## src/rtl/port_uart_tx.sv

```systemverilog
// port_uart_tx: byte-wide UART transmitter fed by an MCU port strobe.
// Build option PORT_UART_TX_PARITY_EN adds an even-parity bit per frame.
`timescale 1ns/1ps

module port_uart_tx #(
    parameter int CLKS_PER_BIT = 16,
    parameter int FIFO_DEPTH   = 4
) (
    input  logic        clk,
    input  logic        rst,
    input  logic [15:0] port_data,
    input  logic        wr_strobe,
    input  logic        clr_ovf,
    output logic        txd,
    output logic        busy,
    output logic        fifo_full,
    output logic [15:0] status
);

    localparam int BW = (CLKS_PER_BIT > 1) ? $clog2(CLKS_PER_BIT) : 1;
    localparam int PW = (FIFO_DEPTH > 1) ? $clog2(FIFO_DEPTH) : 1;
    localparam int CW = $clog2(FIFO_DEPTH + 1);

    localparam logic [BW-1:0] BAUD_LAST = BW'(CLKS_PER_BIT - 1);
    localparam logic [CW-1:0] CNT_FULL  = CW'(FIFO_DEPTH);

`ifdef PORT_UART_TX_PARITY_EN
    typedef enum logic [2:0] {
        S_IDLE,
        S_START,
        S_DATA,
        S_PARITY,
        S_STOP
    } state_t;
    localparam logic LP_PAR_BUILD = 1'b1;
`else
    typedef enum logic [1:0] {
        S_IDLE,
        S_START,
        S_DATA,
        S_STOP
    } state_t;
    localparam logic LP_PAR_BUILD = 1'b0;
`endif

    state_t          r_state;
    state_t          w_state_nxt;

    logic            r_strobe_q;
    logic [7:0]      r_mem [FIFO_DEPTH];
    logic [PW-1:0]   r_wr_ptr;
    logic [PW-1:0]   r_rd_ptr;
    logic [CW-1:0]   r_count;
    logic            r_ovf;

    logic [7:0]      r_shift;
    logic [2:0]      r_bit_idx;
    logic [BW-1:0]   r_baud;
`ifdef PORT_UART_TX_PARITY_EN
    logic            r_par;
`endif

    logic            w_empty;
    logic            w_full;
    logic            w_push;
    logic            w_push_ok;
    logic            w_ovf_set;
    logic            w_pop;
    logic            w_bit_done;
    logic            w_txd;
    logic            w_unused_hi;

    // The upper port byte carries no information for this block.
    assign w_unused_hi = ^port_data[15:8];

    assign w_empty    = (r_count == '0);
    assign w_full     = (r_count == CNT_FULL);
    assign w_push     = wr_strobe & ~r_strobe_q;
    assign w_bit_done = (r_baud == BAUD_LAST);

    // A full FIFO still accepts a byte when a slot frees up at the same edge.
    assign w_push_ok  = w_push & (~w_full | w_pop);
    assign w_ovf_set  = w_push & w_full & ~w_pop;

    // Next-state, pop request and line level from the registered state.
    always_comb begin
        w_state_nxt = r_state;
        w_pop       = 1'b0;
        w_txd       = 1'b1;
        unique case (r_state)
            S_IDLE: begin
                w_txd = 1'b1;
                if (!w_empty) begin
                    w_pop       = 1'b1;
                    w_state_nxt = S_START;
                end
            end
            S_START: begin
                w_txd = 1'b0;
                if (w_bit_done) begin
                    w_state_nxt = S_DATA;
                end
            end
            S_DATA: begin
                w_txd = r_shift[0];
                if (w_bit_done && (r_bit_idx == 3'd7)) begin
`ifdef PORT_UART_TX_PARITY_EN
                    w_state_nxt = S_PARITY;
`else
                    w_state_nxt = S_STOP;
`endif
                end
            end
`ifdef PORT_UART_TX_PARITY_EN
            S_PARITY: begin
                w_txd = r_par;
                if (w_bit_done) begin
                    w_state_nxt = S_STOP;
                end
            end
`endif
            S_STOP: begin
                w_txd = 1'b1;
                if (w_bit_done) begin
                    if (!w_empty) begin
                        // Chain straight into the next start bit.
                        w_pop       = 1'b1;
                        w_state_nxt = S_START;
                    end else begin
                        w_state_nxt = S_IDLE;
                    end
                end
            end
            default: begin
                w_txd       = 1'b1;
                w_state_nxt = S_IDLE;
            end
        endcase
    end

    // FSM state register.
    always_ff @(posedge clk or posedge rst) begin
        if (rst) begin
            r_state <= S_IDLE;
        end else begin
            r_state <= w_state_nxt;
        end
    end

    // Strobe edge detect, FIFO pointers/occupancy and sticky overflow.
    always_ff @(posedge clk or posedge rst) begin
        if (rst) begin
            r_strobe_q <= 1'b0;
            r_wr_ptr   <= '0;
            r_rd_ptr   <= '0;
            r_count    <= '0;
            r_ovf      <= 1'b0;
        end else begin
            r_strobe_q <= wr_strobe;
            if (w_push_ok) begin
                r_wr_ptr <= r_wr_ptr + PW'(1);
            end
            if (w_pop) begin
                r_rd_ptr <= r_rd_ptr + PW'(1);
            end
            if (w_push_ok && !w_pop) begin
                r_count <= r_count + CW'(1);
            end else if (!w_push_ok && w_pop) begin
                r_count <= r_count - CW'(1);
            end
            if (w_ovf_set) begin
                r_ovf <= 1'b1;
            end else if (clr_ovf) begin
                r_ovf <= 1'b0;
            end
        end
    end

    // FIFO storage; contents are only meaningful below the count.
    always_ff @(posedge clk) begin
        if (w_push_ok) begin
            r_mem[r_wr_ptr] <= port_data[7:0];
        end
    end

    // Baud timing, bit index and the outgoing shift register.
    always_ff @(posedge clk or posedge rst) begin
        if (rst) begin
            r_baud    <= '0;
            r_bit_idx <= 3'd0;
            r_shift   <= 8'd0;
`ifdef PORT_UART_TX_PARITY_EN
            r_par     <= 1'b0;
`endif
        end else begin
            if ((r_state == S_IDLE) || w_bit_done) begin
                r_baud <= '0;
            end else begin
                r_baud <= r_baud + BW'(1);
            end
            if (r_state != S_DATA) begin
                r_bit_idx <= 3'd0;
            end else if (w_bit_done) begin
                r_bit_idx <= r_bit_idx + 3'd1;
            end
            if (w_pop) begin
                r_shift <= r_mem[r_rd_ptr];
`ifdef PORT_UART_TX_PARITY_EN
                r_par   <= ^r_mem[r_rd_ptr];
`endif
            end else if ((r_state == S_DATA) && w_bit_done) begin
                r_shift <= {1'b0, r_shift[7:1]};
            end
        end
    end

    assign txd       = w_txd;
    assign busy      = (r_state != S_IDLE) | ~w_empty;
    assign fifo_full = w_full;
    assign status    = {11'd0, LP_PAR_BUILD, r_ovf, w_full, w_empty, busy};

endmodule

```

## config.mk

```make
export PLATFORM = sky130hd
export DESIGN_NAME = port_uart_tx
export DESIGN_NICKNAME = d
export VERILOG_FILES = /design/src/rtl/port_uart_tx.sv
export SDC_FILE = /design/constraint.sdc
export NUM_CORES = 1
export LEC_CHECK = 0
export CORE_MARGIN = 2
export CORE_UTILIZATION = 54
export CTS_BUF_LIST = sky130_fd_sc_hd__clkbuf_16
export DETAILED_ROUTE_END_ITERATION = 10
export GPL_ROUTABILITY_DRIVEN = 0
export GPL_TIMING_DRIVEN = 0
export PLACE_DENSITY = 0.79
export REMOVE_ABC_BUFFERS = 1
export SETUP_SLACK_MARGIN = 0.4
export SYNTH_ARGS = -nofsm -noshare
export SYNTH_HDL_FRONTEND = slang
export SYNTH_SLANG_ARGS = --single-unit
```

## constraint.sdc

```tcl
create_clock -name clk -period 3.59 [get_ports clk]
set_clock_uncertainty 0.2 [all_clocks]
set_input_delay 0.8975 -clock clk [delete_from_list [all_inputs] [get_ports clk]]
set_output_delay 0.8975 -clock clk [all_outputs]
set_load 0.05 [all_outputs]
```

Yosys cells after proc, flatten, opt, wreduce, memory -nomap -nowiden
Memories as Yosys holds them, arrays and structs flattened.
Cells that the tools add are included.
{"block": "word_totals", "mem_bits_rw": 32, "out_inout_bits": 19, "ff_bits": 26, "mem_count": 1, "elab_cells": 74, "inputBits": 20}
{"memory": "r_mem", "words": 4, "width": 8, "read_ports": 1, "rd_clocked_by_memory_dff": 0, "write_ports": 1, "line": "50", "rtl": "logic [7:0] r_mem [FIFO_DEPTH];"}
{"block": "op_classes", "reduce_logical": 16, "eq_ne": 11, "bitwise_logic": 10, "n_mux": 21, "n_addsub": 6}
{"cell": "two-way mux 8 bit", "count": 2}
{"cell": "two-way mux 3 bit", "count": 4}
{"cell": "inequality test 2 bit, second input constant", "count": 5}
{"cell": "nonzero test 2 bit", "count": 5}
{"cell": "two-way mux 2 bit", "count": 4}
{"cell": "case mux 2 bit (4 select lines)", "count": 1}
{"cell": "two-way mux 1 bit", "count": 7}
{"cell": "adder 3 x 1 -> 3 bit, second input constant", "count": 2}
{"cell": "equality test 3 bit, second input constant", "count": 2}
{"cell": "adder 2 x 1 -> 2 bit, second input constant", "count": 2}
{"cell": "adder 4 x 1 -> 4 bit, second input constant", "count": 1}
{"cell": "AND 1 bit", "count": 4}
{"cell": "equality test 2 bit, second input constant", "count": 2}
{"cell": "equality test 4 bit, second input constant", "count": 1}
{"cell": "logical AND 1 bit", "count": 4}
{"cell": "two-way mux 4 bit", "count": 1}
{"cell": "inverter 1 bit", "count": 4}
{"cell": "AND reduction 4 bit", "count": 1}
{"cell": "logical NOT 3 bit", "count": 1}
{"cell": "case mux 1 bit (3 select lines)", "count": 1}
{"cell": "subtractor 3 x 1 -> 3 bit, second input constant", "count": 1}
{"cell": "equality test 2 x 1 -> 1 bit, second input constant", "count": 1}
{"cell": "logical NOT 1 bit", "count": 2}
{"cell": "logical NOT 2 bit", "count": 1}
{"cell": "4 further kinds", "count": 5}

Longest topological paths before layout
Gate-level depths: netlist of the first run.
{"block": "depth", "ltp_word": 10, "depth_mapped": 12}

Worst setup path after synthesis of the first run
No wires, ideal clock.
{"block": "synth_path", "path_kind": "flip-flop to flip-flop", "startpoint": "register r_count[1]", "endpoint": "register r_count[1]", "setup_slack_ns": 0.722, "required_time_ns": 3.265, "arrival_ns": 2.544, "synth_period_minus_slack_ns": 2.868, "path_stages_with_launch": 9, "path_cell_list": "dfrtp_1 nor3b_2 o21ai_1 nor2b_1 buf_6 ha_1 inv_1 fa_1 mux2_2"}
{"block": "synth_via", "word_cells_on_any_way": 17, "classes_between": "add/sub (2); eq/ne (1); mux (5); bitwise (3); reduce/logical (6)"}
{"item": "start, declared", "line": "53", "rtl": "logic [CW-1:0] r_count;"}
{"item": "start signal, assigned", "line": "167", "rtl": "r_count <= r_count + CW'(1);"}
{"item": "start signal, assigned", "line": "169", "rtl": "r_count <= r_count - CW'(1);"}
{"item": "equality test 3 bit *", "line": "77", "rtl": "assign w_full = (r_count == CNT_FULL);"}
{"item": "via fifo_full", "line": "16", "rtl": "output logic fifo_full,"}
{"item": "inverter 1 bit *", "line": "82", "rtl": "assign w_push_ok = w_push & (~w_full | w_pop);"}
{"item": "bitwise OR 1 bit *", "line": "82"}
{"item": "AND 1 bit *", "line": "82"}
{"item": "logical NOT 1 bit", "line": "168", "rtl": "end else if (!w_push_ok && w_pop) begin"}
{"item": "logical AND 1 bit", "line": "168"}
{"item": "nonzero test 2 bit (no source line)"}
The timed path passes the listed nets; every way through them passes the cells marked *. The select of a mux whose other input is x is not followed.
A chain may end at the register's enable or synchronous reset.

Worst setup path after layout of the first run
{"block": "layout_path", "startpoint": "register r_state[1]", "endpoint": "output status[0]"}
{"block": "layout_via", "elab_chain_cells": 2}
{"item": "start, declared", "line": "46", "rtl": "state_t r_state;"}
{"item": "start signal, assigned", "line": "146", "rtl": "r_state <= w_state_nxt;"}
{"item": "nonzero test 2 bit", "line": "218", "rtl": "assign busy = (r_state != S_IDLE) | ~w_empty;"}
{"item": "bitwise OR 1 bit", "line": "218"}
{"item": "end, declared", "line": "17", "rtl": "output logic [15:0] status"}
No other way between the ends.

==> run_results.csv, run 1 <==
group,metric,value,unit
run_status,status,"finished clean",
finish,multi_input_area,922,um^2
finish,final_layout_size_suffix_gt1_frac,0.155,
drt,drtAntennaViolNets,0,
worst_setup_path,reg2reg_slack,660,ps
floorplan,die_x,74.3,um
worst_hold_path,min_path_cells,1,
power_and_ir_drop,powerDensity,640,nW/um^2
clock_tree,cts_tree,"yes",
worst_hold_path,min_from,"r_baud[0]$_DFF_PP0_",
worst_setup_path,worst_ep_arrival_time,2090,ps
yosys,synth.most_common_cell,"edfxtp_1",
worst_setup_path,r2r_start,"r_state[1]$_DFFE_PP0P_",
timing,max_freq,0.314,GHz
global_route,grt_max_degree,27,
yosys,synth_cell_types,38,
worst_setup_path,rr_worst_depth,11,
timing,post-route-min-period,3190,ps
floorplan,num_rows,25,
clock_tree,cts_buffers,9,
floorplan,ios,39,
timing,worst-slew-pin-transition,1020,ps
global_route,grt_pass1_vias,1497,
worst_setup_path,cp_data_required_time,2490,ps
floorplan,fp.dieH,74.3,um
yosys,synth_area_leader_cell,"edfxtp_1",
drt,drt_pass1_iterations,4,
worst_setup_path,path_class,"reg -> out",
finish,synthToLayoutAreaGrowth,17.8,%
power_and_ir_drop,peakVddDrop,0.616,mV
yosys,synthesis.area,2670,um^2
timing,finalSetupViolations,0,
worst_setup_path,path_max_fanout,6,
clock_tree,clk_latency,320,ps
worst_hold_path,whs_endpoint,"r_baud[0]$_DFF_PP0_",
power_and_ir_drop,p_leak,1.30,nW
drt,wl_per_cell,15.7,um
timing,tns,0,ps
floorplan,initial_core_util,0.561,
clock_tree,h-tree-depth,3,
yosys,synthTopCellsByCount,"32 x edfxtp_1, 26 x dfrtp_1, 16 x buf_4",
timing,hold_viol,0,
drt,via_per_inst,5.20,
yosys,synth_seq_area_share,0.604,
floorplan,dieArea,5520,um^2
global_route,grt_use_total,0.181,
yosys,synth_top_area_share,0.360,
timing,period_share,0.888,
global_route,grt_antenna_before_repair,0,
timing,grt_setup_unrepaired,"yes",
worst_setup_path,critPathLaunchType,"flip-flop",
drt,drc,0,
worst_hold_path,hold_class,"reg -> reg",
drt,wl,4.29,mm
finish,finalNetCount,236,
yosys,synth_edf_count,32,
finish,finalCoreUtilization,0.661,
global_route,grt_pass1_wl,6.98,mm
place,portBuffers,18,
finish,post_layout_nonfiller_instances,274,
place,placed_cells,258,
clock_tree,ctsRootBufferMaster,"clkbuf_16",
yosys,synth.yosys.warnings,0,
clock_tree,clockBufferDepth,2,
run,maxCapViolCount,0,
finish,fill_cells,343,
timing,slew_headroom,0.319,
yosys,yosys-top-cells-area,"edfxtp_1 36%, dfrtp_1 24%, mux4_2 6.8%, ha_1 6.1%, buf_4 4.5%",
finish,antenna_cells,0,
yosys,synth-main-ff-cell,"edfxtp_1",
global_route,grt_overflow_total,0,
yosys,ys_seq_elements,58,
clock_tree,cts.sinks,58,
worst_setup_path,endpoint_kind,"output pin",
floorplan,design.core.area,4750,um^2
finish,seq_area,1610,um^2
worst_setup_path,timing.rr.end,"r_count[2]$_DFFE_PP0P_",
drt,drt-initial-drc-count,98,
yosys,synth_cells,183,
yosys,async_reset_ff_frac,0.448,
clock_tree,clk_transition_reported_paths,50,ps
yosys,synth_area_per_cell,14.6,um^2
place,hpwlAfterDp,2.97,mm
clock_tree,cts_hold_buf,0,
timing,slew_viol_final,0,
drt,vias,1426,
==> metal layers <==
layer | wire (um) | up-vias | part of all wire | GRT usage
met5 | 0 | - | 0 | 0
met4 | 89 | 0 | 0.021 | 0.0893
met3 | 174 | 8 | 0.041 | 0.0610
met2 | 2200 | 35 | 0.51 | 0.297
met1 | 1830 | 716 | 0.43 | 0.215
li1 | - | 667 | - | -
==> repair_timing <==
item / CTS / global route
hold endpoints to repair: 0 / 0
buffers inserted: 0 / 0
resized for setup: 3 / 5
setup endpoints to repair: 4 / 5
==> layout make-up <==
cell class              instances  area share
well taps                      67      0.0267
multi-input cells             106       0.294
repair buffers                 18      0.0570
clock inverters                 7      0.0271
flip-flops and latches         58       0.513
inverters                       9      0.0108
clock buffers                   9      0.0717
==> worst max path at each step <==
stage                                 startpoint                endpoint  slack (ps)  depth (start not counted)
after floorplan           r_count[1]$_DFFE_PP0P_  r_count[2]$_DFFE_PP0P_         170                          9
after global placement                 wr_strobe  r_count[2]$_DFFE_PP0P_         380                          9
after detailed placement               wr_strobe  r_count[2]$_DFFE_PP0P_         270                          9
after CTS                 r_state[1]$_DFFE_PP0P_               status[0]         340                          4
after global routing      r_state[1]$_DFFE_PP0P_               status[0]         310                          4
final                     r_state[1]$_DFFE_PP0P_               status[0]         400                          4
==> kinds of logic (layout without fill, tap and decap cells) <==
| kind of cell | Yosys count | after routing | share of synthesized area |
|---|---|---|---|
| buf+inv | 30 | 43 | 0.0713 |
| flops | 58 | 58 | 0.604 |
| fa+ha+maj | 14 | 14 | 0.0685 |
| compound gates | 19 | 19 | 0.0441 |
| simple gates | 33 | 33 | 0.0685 |
| mux | 20 | 20 | 0.115 |
| xor+xnor | 8 | 8 | 0.0263 |
| other cells | 1 | 12 | 0.00141 |
==> worst max-delay path: stages, from the launching register on <==
cell and delay, ps:
dfrtp_1 420, inv_1 130, ha_2 270, or4b_4 510, dlygate4sd2_1 440
==> metrics by stage <==
stage | total power, mW | worst slack, ps | hold WS (ps) | area (um^2)
6_report | 2.01 | 402 | 305 | 3140
5_1_grt | 2.09 | 314 | 333 | 3140
4_1_cts | 2.03 | 343 | 301 | 3120
3_5_place_dp | 1.14 | 270 | 294 | 2820
3_3_place_gp | 1.11 | 383 | 277 | 2820
2_1_floorplan | 1.04 | 170 | 261 | 2550
==> placed cells by master, fill, tap and decap left out, types with 2 or more instances in the layout <==
cell type	synthesis	final
mux2_2	2	2
mux4_2	8	8
clkinv_2	0	2
nor2_1	6	6
nand2_1	11	11
dfrtp_1	26	26
dlygate4sd2_1	0	3
ha_1	13	12
o21ai_0	10	10
inv_1	9	10
clkbuf_16	0	9
conb_1	1	12
bufinv_16	0	2
xor2_1	3	3
and2_1	4	4
clkdlybuf4s50_1	0	14
mux2i_1	9	9
edfxtp_1	32	32
a21oi_1	2	2
xnor2_1	5	5
nor3_1	2	2
==> power breakdown <==
part / switching, mW / internal, mW
registers: 0.0486 / 0.780
clock network: 0.282 / 0.598
logic: 0.187 / 0.115
total: 0.517 / 1.49
==> flip-flops by register name, indices dropped and copies added (netlist names) <==
name and count:
r_baud 4, r_bit_idx 3, r_count 3, r_mem 32, r_ovf 1, r_rd_ptr 2, r_shift 8, r_state 2
r_strobe_q 1, r_wr_ptr 2
Power figures use the tool's default switching activity.
==> run 2, diff against run 1 <==
--- a/config.mk
+++ b/config.mk
@@ -5,7 +5,7 @@
 export SDC_FILE = /design/constraint.sdc
 export NUM_CORES = 1
 export LEC_CHECK = 0
-export CORE_MARGIN = 2
+export CORE_MARGIN = 5
 export CORE_UTILIZATION = 54
 export CTS_BUF_LIST = sky130_fd_sc_hd__clkbuf_16
 export DETAILED_ROUTE_END_ITERATION = 10
==> run_results.csv, run 2 (same netlist as run 1, synthesis figures left out) <==
group,metric,value,unit
place,dp_slack,334,ps
finish,final_layout_size_suffix_gt1_frac,0.155,
drt,drc,0,
clock_tree,clk_transition_reported_paths,50,ps
floorplan,initial_core_util,0.561,
place,hpwlAfterDp,3.11,mm
worst_setup_path,cp_slowest_cell,"clkdlybuf4s50_1",
worst_hold_path,whs_endpoint,"r_baud[0]$_DFF_PP0_",
drt,drtAntennaViolNets,0,
timing,slew_headroom,0.337,
place,portBuffers,18,
power_and_ir_drop,p_leak,1.30,nW
run_status,status,"finished clean",
clock_tree,postCtsSetupBuffers,0,
power_and_ir_drop,peakVddDrop,0.484,mV
worst_setup_path,endpoint_kind,"output pin",
worst_setup_path,reg2reg_slack,680,ps
worst_hold_path,min_from,"r_baud[0]$_DFF_PP0_",
worst_setup_path,worst_ep_arrival_time,1900,ps
worst_hold_path,hold_class,"reg -> reg",
global_route,grt_use_total,0.167,
clock_tree,clockBufferDepth,2,
finish,top_register,"r_mem",
worst_setup_path,crit_path_max_incr_delay,860,ps
global_route,grt_max_degree,27,
drt,wl_per_cell,16.9,um
finish,largest_reg_flops,32,
worst_setup_path,path_max_fanout,5,
clock_tree,cts.sinks,58,
run,maxCapViolCount,0,
drt,drt_pass1_iterations,4,
clock_tree,cts_tree,"yes",
power_and_ir_drop,powerDensity,620,nW/um^2
timing,hold_viol,0,
worst_setup_path,rr_worst_depth,11,
worst_setup_path,cp_data_required_time,2490,ps
worst_setup_path,timing.rr.end,"r_count[2]$_DFFE_PP0P_",
floorplan,design.core.area,4750,um^2
finish,finalCoreUtilization,0.652,
worst_setup_path,path_class,"reg -> out",
finish,synthToLayoutAreaGrowth,16.2,%
finish,finalNetCount,236,
drt,drt-initial-drc-count,95,
worst_setup_path,r2r_start,"r_state[0]$_DFFE_PP0P_",
clock_tree,clk_latency,320,ps
global_route,grt_overflow_total,0,
worst_hold_path,min_path_cells,1,
floorplan,dieArea,6440,um^2
drt,vias,1440,
worst_setup_path,critPathLaunchType,"flip-flop",
finish,final_cell_mix,"32 x edfxtp_1, 26 x dfrtp_1, 14 x clkdlybuf4s50_1",
finish,reg_top3,"r_mem: 32 flops, r_shift: 8 flops, r_baud: 4 flops",
timing,tns,0,ps
floorplan,die_x,80.3,um
global_route,grt_pass1_wl,7.63,mm
finish,fill_cells,346,
floorplan,ios,39,
timing,grt_setup_unrepaired,"no",
drt,via_per_inst,5.26,
timing,setup_slack,594,ps
clock_tree,cts_hold_buf,0,
floorplan,fp.dieH,80.3,um
finish,antenna_cells,0,
timing,period_share,0.834,
drt,wl,4.64,mm
floorplan,num_rows,25,
finish,final_common_cell,"edfxtp_1",
clock_tree,cts_buffers,9,
timing,slew_viol_final,0,
clock_tree,ctsRootBufferMaster,"clkbuf_16",
timing,hold_slack,307,ps
timing,post-route-min-period,3000,ps
timing,max_freq,0.334,GHz
global_route,grt_antenna_before_repair,0,
worst_setup_path,path_cells,"nor3b_2, clkdlybuf4s50_1",
timing,worst-slew-pin-transition,993,ps
timing,finalSetupViolations,0,
clock_tree,h-tree-depth,3,
global_route,grt_pass1_vias,1528,
run 2: metrics by stage:
stage	std cells	power (mW)	instance area [um^2]
floorplan	173	1.04	2550
global placement	258	1.11	2820
detailed placement	258	1.14	2820
CTS	274	1.93	3090
global route	274	2.00	3100
finish	274	1.92	3100
run 2: critical path, delay by kind of cell (launching register included):
family	cells	cell delay (ps)
buffers and inverters	1	860
DFF	1	450
and+or+nand+nor	1	260
run 2: routing by layer:
metal	track usage	vias up	wire, um
li1	-	670	-
met1	0.184	729	1760
met2	0.288	34	2540
met3	0.0583	7	256
met4	0.0777	0	82
met5	0	-	0
run 2: cell type report:
class	count	area (um^2)	share of cell area
Clock inverter	7	55.1	0.0178
Tap cell	67	83.8	0.0271
Multi-Input combinational cell	106	917	0.296
Inverter	9	33.8	0.0109
Sequential cell	58	1610	0.520
Timing Repair Buffer	18	171	0.0553
Clock buffer	9	225	0.0727
run 2: worst max-delay path by stage:
stage / from / slack [ps] / end
6_report: r_count[0]$_DFFE_PP0P_ / 590 / fifo_full
5_1_grt: r_count[1]$_DFFE_PP0P_ / 490 / fifo_full
4_1_cts: r_state[0]$_DFFE_PP0P_ / 350 / status[0]
3_5_place_dp: wr_strobe / 330 / r_count[2]$_DFFE_PP0P_
3_3_place_gp: wr_strobe / 380 / r_count[2]$_DFFE_PP0P_
2_1_floorplan: r_count[1]$_DFFE_PP0P_ / 170 / r_count[2]$_DFFE_PP0P_
run 2: repair_timing:
action	CTS	global route
pin swaps	0	0
setup endpoints to repair	4	5
resized for setup	3	8
run 2: power breakdown:
group | switching [mW] | leakage, nW | internal, mW
Sequential | 0.0493 | 0.610 | 0.781
Combinational | 0.188 | 0.535 | 0.113
Clock | 0.268 | 0.150 | 0.522
==> run 3, diff against run 2 <==
--- a/config.mk
+++ b/config.mk
@@ -6,12 +6,12 @@
 export NUM_CORES = 1
 export LEC_CHECK = 0
 export CORE_MARGIN = 5
-export CORE_UTILIZATION = 54
+export CORE_UTILIZATION = 48
 export CTS_BUF_LIST = sky130_fd_sc_hd__clkbuf_16
 export DETAILED_ROUTE_END_ITERATION = 10
 export GPL_ROUTABILITY_DRIVEN = 0
 export GPL_TIMING_DRIVEN = 0
-export PLACE_DENSITY = 0.79
+export PLACE_DENSITY = 0.75
 export REMOVE_ABC_BUFFERS = 1
 export SETUP_SLACK_MARGIN = 0.4
 export SYNTH_ARGS = -nofsm -noshare
==> constraint.sdc (replaced) <==
create_clock -name clk -period 2.5 [get_ports clk]
set_clock_uncertainty 0.2 [all_clocks]
set_input_delay 0.625 -clock clk [delete_from_list [all_inputs] [get_ports clk]]
set_output_delay 0.625 -clock clk [all_outputs]
set_load 0.05 [all_outputs]
==> run_results.csv, run 3 (same netlist as run 1, synthesis figures left out) <==
group,metric,value,unit
place,portBuffers,18,
power_and_ir_drop,switchingPower,0.788,mW
power_and_ir_drop,power_switching_share,0.277,
clock_tree,cts_hold_buf,0,
worst_setup_path,path_max_fanout,4,
timing,worst-slew-pin-transition,967,ps
timing,grt_setup_unrepaired,"yes",
global_route,grt_pass1_wl,7.73,mm
power_and_ir_drop,powerDensity,816,nW/um^2
drt,drt_pass1_iterations,4,
finish,seq_area,1620,um^2
timing,max_freq,0.399,GHz
worst_setup_path,endpoint_kind,"output pin",
finish,synthToLayoutAreaGrowth,30.9,%
finish,antenna_cells,0,
drt,drt-initial-drc-count,105,
clock_tree,clk_transition_reported_paths,50,ps
floorplan,num_rows,27,
power_and_ir_drop,combPwrFrac,0.218,
floorplan,die_x,84.5,um
floorplan,dieArea,7150,um^2
worst_hold_path,whs_endpoint,"r_bit_idx[2]$_DFFE_PP0P_",
floorplan,initial_core_util,0.490,
global_route,grt_antenna_before_repair,0,
global_route,grt_pass1_vias,1579,
worst_setup_path,cp_data_required_time,1670,ps
finish,top_register,"r_mem",
worst_setup_path,r2r_start,"r_state[0]$_DFFE_PP0P_",
run_status,status,"complete, but fails checks",
timing,finalSetupViolations,2,
place,placed_cell_area,2820,um^2
power_and_ir_drop,seq_power_share,0.420,
global_route,grt_max_degree,27,
clock_tree,cts.sinks,58,
power_and_ir_drop,peakVddDrop,0.684,mV
power_and_ir_drop,p_int,2.06,mW
worst_setup_path,critPathLaunchType,"flip-flop",
clock_tree,clk_latency,320,ps
timing,slew_headroom,0.355,
power_and_ir_drop,p_leak,1.45,nW
finish,final_cell_mix,"32 x edfxtp_1, 22 x dfrtp_1, 19 x buf_4",
global_route,grt_use_total,0.142,
worst_hold_path,min_from,"r_bit_idx[2]$_DFFE_PP0P_",
place,dp_slack,-630,ps
clock_tree,cts_buffers,9,
finish,final_common_cell,"edfxtp_1",
drt,drtAntennaViolNets,0,
finish,fill_cells,404,
finish,reg_top3,"r_mem: 32 flops, r_shift: 8 flops, r_baud: 4 flops",
finish,final_layout_size_suffix_gt1_frac,0.365,
timing,hold_slack,324,ps
global_route,grt_overflow_total,0,
clock_tree,ctsRootBufferMaster,"clkbuf_16",
finish,multi_input_area,1070,um^2
timing,setup_slack,-4.38,ps
worst_setup_path,timing.rr.end,"r_count[2]$_DFFE_PP0P_",
finish,largest_reg_flops,32,
clock_tree,cts_tree,"yes",
timing,post-route-min-period,2500,ps
finish,finalNetCount,262,
drt,wl_per_cell,15.4,um
worst_setup_path,rr_worst_depth,11,
place,hpwlAfterDp,2.75,mm
drt,wl,4.69,mm
worst_hold_path,min_path_cells,2,
timing,period_share,1.00,
run,maxCapViolCount,0,
timing,slew_viol_final,0,
clock_tree,clockBufferDepth,2,
timing,hold_viol,0,
run_status,violations,"negative setup slack",
drt,vias,1517,
worst_hold_path,hold_class,"reg -> reg",
floorplan,design.core.area,5440,um^2
finish,post_layout_nonfiller_instances,305,
worst_setup_path,reg2reg_slack,30,ps
clock_tree,h-tree-depth,3,
finish,final_area,3490,um^2
power_and_ir_drop,power.share.clock,0.363,
floorplan,ios,39,
drt,via_per_inst,4.97,
floorplan,fp.dieH,84.5,um
worst_setup_path,path_class,"reg -> out",
place,placed_cells,263,
drt,drc,0,
worst_setup_path,worst_ep_arrival_time,1680,ps
==> run 3: how the worst max path moves through the flow <==
stage,start,endpoint,slack [ps],cells past startpoint
after global routing,r_state[0]$_DFFE_PP0P_,r_count[2]$_DFFE_PP0P_,-120,11
after global placement,r_state[1]$_DFFE_PP0P_,r_count[1]$_DFFE_PP0P_,-590,9
after detailed placement,r_state[1]$_DFFE_PP0P_,r_count[1]$_DFFE_PP0P_,-630,9
final,r_state[1]$_DFFE_PP0P_,status[0],-4,4
after CTS,r_state[0]$_DFFE_PP0P_,busy,5,4
after floorplan,r_count[1]$_DFFE_PP0P_,r_count[2]$_DFFE_PP0P_,-920,9
==> run 3: power by group through the flow <==
stage	registers (mW)	clock network, mW	logic [mW]
finish	1.19	1.03	0.620
global route	1.20	1.11	0.668
CTS	1.18	1.06	0.577
detailed placement	1.21	0	0.425
global placement	1.20	0	0.403
floorplan	1.20	0	0.295
==> run 3: worst max-delay path, cell delays in order, from the launching register on <==
cell	delay, ps
dfrtp_2	430
inv_2	90
ha_4	160
or4b_4	500
buf_6	180
==> run 3: final cells by class <==
type / count / area share
tap: 72 / 0.0258
clock buffer: 9 / 0.0645
sequential: 58 / 0.463
multi-input combinational: 106 / 0.307
inverter: 9 / 0.0104
clock inverter: 7 / 0.00825
timing repair buffer: 44 / 0.120
==> run 3: timing repair <==
action	CTS	global route
buffers inserted	22	4
pin swaps	14	7
setup endpoints to repair	55	43
resized for setup	84	12
==> run 3: per-layer routing <==
metal	GRT usage	routed length, um	up-vias
met1	0.173	1960	746
met4	0.0820	126	0
li1	-	-	721
met2	0.226	2370	39
met3	0.0402	236	11
met5	0	0	-
==> run 3: metrics by stage <==
step / setup TNS [ps] / util / power (mW)
after CTS: 0 / 0.627 / 2.82
after detailed placement: -8690 / 0.519 / 1.63
final: -5.43 / 0.642 / 2.85
after global routing: -255 / 0.642 / 2.98
after floorplan: -15490 / - / 1.50
after global placement: -6430 / 0.519 / 1.61
